File: config.mk
export PLATFORM = sky130hd
export DESIGN_NAME = program_loader
export DESIGN_NICKNAME = d
export VERILOG_FILES = /design/src/rtl/loader_pkg.sv /design/src/rtl/program_loader.sv
export SDC_FILE = /design/constraint.sdc
export NUM_CORES = 1
export LEC_CHECK = 0
export CAP_MARGIN = 40
export CORE_MARGIN = 8
export CORE_UTILIZATION = 30
export CTS_BUF_LIST = sky130_fd_sc_hd__clkbuf_16
export CTS_CLUSTER_SIZE = 30
export DETAILED_ROUTE_END_ITERATION = 12
export PLACE_DENSITY_LB_ADDON = 0.25
export SLEW_MARGIN = 40
export SYNTH_ARGS = -nofsm -noshare
export SYNTH_HDL_FRONTEND = slang
export SYNTH_SLANG_ARGS = --single-unit
File: constraint.sdc
create_clock -name clk -period 5.9 [get_ports clk]
set_clock_uncertainty 0.2 [all_clocks]
set_input_delay 0.885 -clock clk [delete_from_list [all_inputs] [get_ports clk]]
set_output_delay 0.885 -clock clk [all_outputs]
set_load 0.01 [all_outputs]
File: src/rtl/loader_pkg.sv
// Shared types and constants for the program memory loader.
package loader_pkg;

  typedef enum logic [2:0] {
    IDLE    = 3'd0,
    LEN_HI  = 3'd1,
    LEN_LO  = 3'd2,
    DATA_HI = 3'd3,
    DATA_LO = 3'd4,
    WRITE   = 3'd5,
    DONE    = 3'd6,
    ERR     = 3'd7
  } loader_state_t;

  localparam int LOADER_BYTES_PER_WORD = 2;

endpackage

File: src/rtl/program_loader.sv
// Fills program memory from a big-endian byte stream (count, then words) and
// holds the CPU until the load completes.
module program_loader
  import loader_pkg::*;
#(
  parameter int N     = 16,
  parameter int DEPTH = 1024,
  parameter int BASE  = 1
) (
  input  logic         clk,
  input  logic         rst_n,
  input  logic         start,
  input  logic [7:0]   byte_in,
  input  logic         byte_valid,
  output logic         byte_ready,
  output logic [N-1:0] mem_address,
  output logic [N-1:0] mem_data,
  output logic         mem_write_en,
  output logic         cpu_hold,
  output logic         done,
  output logic         error,
  output logic [2:0]   state_dbg
);

  if (N != 16) begin : g_bad_width
    $error("program_loader: only N == 16 is supported");
  end

  localparam int          BYTE_W    = N / LOADER_BYTES_PER_WORD;
  localparam logic [16:0] MAX_COUNT = 17'(DEPTH - BASE);

  // Handshake: a byte transfers on the rising edge where byte_valid && byte_ready;
  // byte_ready depends only on the registered state, never on byte_valid.

  loader_state_t       state, state_next;
  logic [BYTE_W-1:0]   hold;
  logic [15:0]         words_left;
  logic                accept;
  logic [15:0]         count_in;

  assign accept    = byte_valid && byte_ready;
  assign count_in  = {hold, byte_in};
  assign state_dbg = state;

  always_ff @(posedge clk or negedge rst_n) begin
    if (!rst_n) state <= IDLE;
    else        state <= state_next;
  end

  always_comb begin
    state_next   = state;
    byte_ready   = 1'b0;
    mem_write_en = 1'b0;
    cpu_hold     = 1'b1;
    done         = 1'b0;
    error        = 1'b0;
    case (state)
      IDLE: if (start) state_next = LEN_HI;
      LEN_HI: begin
        byte_ready = 1'b1;
        if (byte_valid) state_next = LEN_LO;
      end
      LEN_LO: begin
        byte_ready = 1'b1;
        if (byte_valid) begin
          if (count_in == 16'd0)                state_next = DONE;
          else if ({1'b0, count_in} > MAX_COUNT) state_next = ERR;
          else                                  state_next = DATA_HI;
        end
      end
      DATA_HI: begin
        byte_ready = 1'b1;
        if (byte_valid) state_next = DATA_LO;
      end
      DATA_LO: begin
        byte_ready = 1'b1;
        if (byte_valid) state_next = WRITE;
      end
      WRITE: begin
        mem_write_en = 1'b1;
        state_next   = (words_left == 16'd1) ? DONE : DATA_HI;
      end
      DONE: begin
        cpu_hold = 1'b0;
        done     = 1'b1;
        if (start) state_next = LEN_HI;
      end
      ERR: begin
        error = 1'b1;
        if (start) state_next = LEN_HI;
      end
      default: state_next = IDLE;
    endcase
  end

  // The high byte of both the count and each word shares one holding register.
  always_ff @(posedge clk or negedge rst_n) begin
    if (!rst_n) begin
      hold        <= '0;
      words_left  <= '0;
      mem_address <= '0;
      mem_data    <= '0;
    end else begin
      if (accept && (state == LEN_HI || state == DATA_HI)) hold <= byte_in;
      if (accept && state == LEN_LO) begin
        mem_address <= N'(BASE);
        words_left  <= count_in;
      end
      if (accept && state == DATA_LO) mem_data <= {hold, byte_in};
      if (state == WRITE) begin
        mem_address <= mem_address + 1'b1;
        words_left  <= words_left - 16'd1;
      end
    end
  end

endmodule

* Yosys cells after proc, flatten, opt, wreduce, memory -nomap -nowiden
Cells that the tools add are included.
** Word-level totals
- Output and inout bits :: 40
- Word-level logic and storage cells :: 50
- Bits in registers :: 59
- Input bits :: 12
** Cells by class
- Equal/unequal tests :: 13
- Reduce and logical (&&, ||, !) cells :: 11
- Mux-type cells :: 18
- Add/sub/neg operators :: 2
- Magnitude comparators :: 1
** Operators with widths (number)
- $mux 16 :: 4
- $mux 3 :: 8
- $pmux 3 s6 :: 1
- $add 16x1->16 const B :: 1
- $eq 16x1->1 const B :: 1
- $gt 16x10->1 const B :: 1
- $logic_not 16->1 :: 1
- $sub 16x1->16 const B :: 1
- $eq 3x3->1 const B :: 4
- $ne 2x2->1 const B :: 4
- $eq 3x2->1 const B :: 2
- $mux 1 :: 5
- $reduce_and 5->1 :: 1
- $logic_and 1x1->1 :: 4
- $reduce_or 4->1 :: 1
- $eq 3x1->1 const B :: 1
- $logic_not 3->1 :: 1
- $reduce_or 3->1 :: 1
- $ne 2x1->1 const B :: 1
- $reduce_bool 2->1 :: 1
- $logic_or 1x1->1 :: 1

* Longest topological paths before layout
- Depth in word-level cells :: 7
- Gate-level depth with buffers :: 7
- Gate-level depth less buffers :: 6

* Least setup slack after synthesis
No wires, ideal clock.
- Path kind :: register -> output
- From :: register state[1], in the netlist state_dbg[1]
- To :: output port mem_write_en
- Stages on the path, launching flop included :: 5
- Buffers on the path :: 2
- Data arrival time :: 1226 ps
- Required time :: 4815 ps
- Slack :: 3589 ps
- Cells stage by stage :: dfrtp_1 buf_2 nand3b_1 inv_1 buf_1
** On the way
- Cells in the longest elaborated chain, start to end :: 2
** Ends and longest elaborated chain
- start: declaration :: RTL line program_loader.sv:35 : loader_state_t state, state_next;
- start signal: assignment :: RTL line program_loader.sv:47 : else state <= state_next;
- $eq 3x3->1 :: RTL line program_loader.sv:57 : case (state)
- $mux 1 :: RTL line program_loader.sv:57
- end: declaration :: RTL line program_loader.sv:18 : output logic mem_write_en,
Every way passes these cells.

* Worst setup path in the final report
- From :: register state[2], in the netlist state_dbg[2]
- To :: output port mem_write_en
The elaborated chain is that of the path after synthesis.

==> run summary <==
### Pwr
- 0.000275 V — worst vdd ir
- 0.00161 uW — Leakage Power
- 540 nW/um^2 — power density cells
- 2090 uW — overall power after layout

### Global route
- 12800 um — wire length of the first global-routing pass
- 0 — initial antenna violation count
- 60 — pin count of the biggest net entering global routing
- 0 — Congestion Overflow GR
- 0.122 — global-route usage over all layers
- 2424 — vias in the first global route

### Route
- 5.08 — DR vias/cell
- 7600 um — final wirelength
- 2386 — overall via count from detail_route
- 177 — number of DRC markers after the initial detailed-route iteration
- 0 — post-detailed-route DRC marker count
- 0 — Final ANT Viol Nets
- 4 — Detailed Routing Iterations Pass 1
- 16.2 um — average wire length per cell after detail routing

### Cells and area
- 969 — Filler cells
- sky130_fd_sc_hd__dfrtp_1 — most common cell after layout, fill and taps aside
- 347 — total number of nets in the final design
- 31.9% — Synth-to-Final Area Change
- 0 — final antenna diode count
- 1380 sq um — footprint of the multi-input gates
- 1480 sq um — Sequential cell area
- sky130_fd_sc_hd__dfrtp_1, sky130_fd_sc_hd__clkdlybuf4s50_1, sky130_fd_sc_hd__nand2_1 — top library cells by usage in the layout, fill and taps aside
- 0.401 — final standard cell utilization of the core
- 0.145 — share of layout cells above drive strength 1

### Place
- 0.796 — weighted congestion reported at the end of routability-driven placement
- 5220 um — Detailed Place HPWL
- 51 — port buffer count

### STA
- false — RSZ-0062 raised after global routing
- 0 — number of pins with negative max-slew slack in the final report
- 750 ps — slew at the pin with the worst max-slew slack
- 3690 ps — shortest period the worst path allows
- 0.625 — post-route clock period utilization
- 0.271 GHz — maximum clock frequency
- 0 ps — total negative setup slack
- 0.500 — headroom to the max-slew limit
- 0 — setup violation total in the final timing report
- 0 — hold violation total from the final report

### Synth
- 49 — Distinct cells, synth
- sky130_fd_sc_hd__dfrtp_1 — top_reg_cell synth
- 0 — count of synthesis-stage warnings from yosys
- 59 — number of storage elements in the synthesis netlist
- 2930 sq um — total standard cell area after synthesis
- 295 — net count of the mapped netlist
- 0 — number of enable-type register cells in the synthesized netlist
- 1.00 — FFs w/ async S/R, synth
- 0.503 — portion of the post-synthesis area used by sequential elements
- 10.5 sq um — mean area per synthesized cell
- 280 — cell count after synthesis

### Floorplanning
- 52 — number of top-level design ports
- 115 um — vertical die dimension
- 9640 sq um — total core area
- 0.304 — starting density of the core
- 13200 sq um — Die ar.
- 115 um — die width
- 36 — row cnt

### Clock network
- 3 — H-tree Lvls
- done — CTS tree
- 2 — buffer depth of the longest clock path
- 9 — number of buffers added by the clock tree synthesis step
- 320 ps — clock latency at the later pin of the worst-skew pair
- 0 — post-CTS resize count
- 59 — number of clock sinks seen by CTS
- sky130_fd_sc_hd__clkbuf_16 — clock root cell
- 0 — quantity of hold-fixing buffers added after cts
- 50 ps — Clock transition at path regs
- 0 — Post CTS Setup Buffer Count

### Outcome
- finished clean — status

### Setup path
- 2600 ps — data arrival time of the worst path
- register — kind of start point of the critical path
- 17 — biggest fanout along the worst timing path
- state_dbg[2] — startpoint of the worst setup timing path
- output pin — Worst setup EP type
- state_dbg[2] — critical register-to-register path startpoint
- 4820 ps — required time at the endpoint of the critical path
- register to output pin — type of the worst setup path

### Hold path
- register to register — min-delay worst type
- mem_address[15] — Min-Delay Startpoint

### Flow run
- 0 — Max-cap violations

final timing paths:
path                                   end  slack [ps]  cells after the start
setup / recovery              mem_write_en        2210                      4
hold / removal             mem_address[15]         280                      1
min in group asynchronous   mem_address[8]         400                      2
hold reg to reg            mem_address[15]         280                      1
max in group asynchronous  mem_address[15]        4670                      2
setup reg to reg             words_left[5]        3080                      6
metal layers:
metal | part of all wire | vias up | track usage
met5 | 0 | - | 0
met1 | 0.47 | 1165 | 0.154
met2 | 0.45 | 59 | 0.186
met4 | 0.0053 | 0 | 0.0289
li1 | - | 1156 | -
met3 | 0.071 | 6 | 0.0541
state kept, by name, indices dropped and copies added (netlist names):
register / count
hold: 8
mem_address: 16
mem_data: 16
state_dbg: 3
words_left: 16
metrics by stage:
stage                     std cells  cell area (sq um)  hold slack (ps)  setup slack, ps
after floorplan                 280               2930              282             3590
after global placement          453               3570              274             2230
after detailed placement        453               3570              282             2160
after CTS                       469               3850              288             1800
after global routing            470               3870              309             2060
final                           470               3870              279             2210
worst max-delay path, stage by stage (launching register included):
cell and delay [ps]:
sky130_fd_sc_hd__dfrtp_1 670, sky130_fd_sc_hd__nand3b_1 310, sky130_fd_sc_hd__buf_4 290, sky130_fd_sc_hd__inv_1 370
sky130_fd_sc_hd__clkdlybuf4s50_1 630
power breakdown:
group | switching, uW | internal [uW] | leakage (uW) | total, uW
sequential | 211 | 586 | 0.000737 | 797
clock | 183 | 321 | 0.000144 | 504
combinational | 359 | 428 | 0.000724 | 787
cells in the mapped netlist (2+ instances only):
cell type	count	area share
sky130_fd_sc_hd__and4_1	2	0.0060
sky130_fd_sc_hd__nor2_1	16	0.020
sky130_fd_sc_hd__and2_1	4	0.0085
sky130_fd_sc_hd__nand2b_1	3	0.0064
sky130_fd_sc_hd__o21ai_0	11	0.019
sky130_fd_sc_hd__o211ai_1	8	0.020
sky130_fd_sc_hd__o22ai_1	3	0.0064
sky130_fd_sc_hd__nor3_1	5	0.0085
sky130_fd_sc_hd__a31oi_1	3	0.0064
sky130_fd_sc_hd__xnor2_1	2	0.0060
sky130_fd_sc_hd__mux2i_1	9	0.031
sky130_fd_sc_hd__clkbuf_1	3	0.0038
sky130_fd_sc_hd__inv_1	9	0.012
sky130_fd_sc_hd__buf_2	8	0.014
sky130_fd_sc_hd__nand4_1	6	0.013
sky130_fd_sc_hd__nand2_1	34	0.044
sky130_fd_sc_hd__o31ai_1	2	0.0051
sky130_fd_sc_hd__nor4_1	4	0.0085
sky130_fd_sc_hd__dfrtp_1	59	0.50
sky130_fd_sc_hd__buf_1	2	0.0026
sky130_fd_sc_hd__a22oi_1	3	0.0077
sky130_fd_sc_hd__and3_1	2	0.0043
sky130_fd_sc_hd__ha_1	3	0.013
sky130_fd_sc_hd__o311ai_0	4	0.012
sky130_fd_sc_hd__a21oi_1	9	0.015
sky130_fd_sc_hd__nor2b_1	3	0.0064
sky130_fd_sc_hd__mux2_2	24	0.092
sky130_fd_sc_hd__or4_1	4	0.010
sky130_fd_sc_hd__a22o_1	2	0.0060
sky130_fd_sc_hd__nand3_1	14	0.024
cell families (layout without fill, tap and decap cells):
kind of cell | count (synthesis) | after routing | share of synthesized area
AO/OA/AOI/OAI | 55 | 55 | 0.130
buffers and inverters | 22 | 79 | 0.0316
XOR/XNOR | 3 | 3 | 0.00896
AND/OR/NAND/NOR | 105 | 105 | 0.190
flip-flops | 59 | 59 | 0.503
multiplexers | 33 | 33 | 0.123
adder cells (fa/ha/maj) | 3 | 3 | 0.0128
cell type report:
type,instances,area share
flip-flops and latches,59,0.382
multi-input cells,199,0.355
repair buffers,54,0.137
clock buffers,9,0.0582
well taps,133,0.0430
clock inverters,7,0.0155
inverters,9,0.00873
No activity file was read; power rests on OpenSTA's default activity.
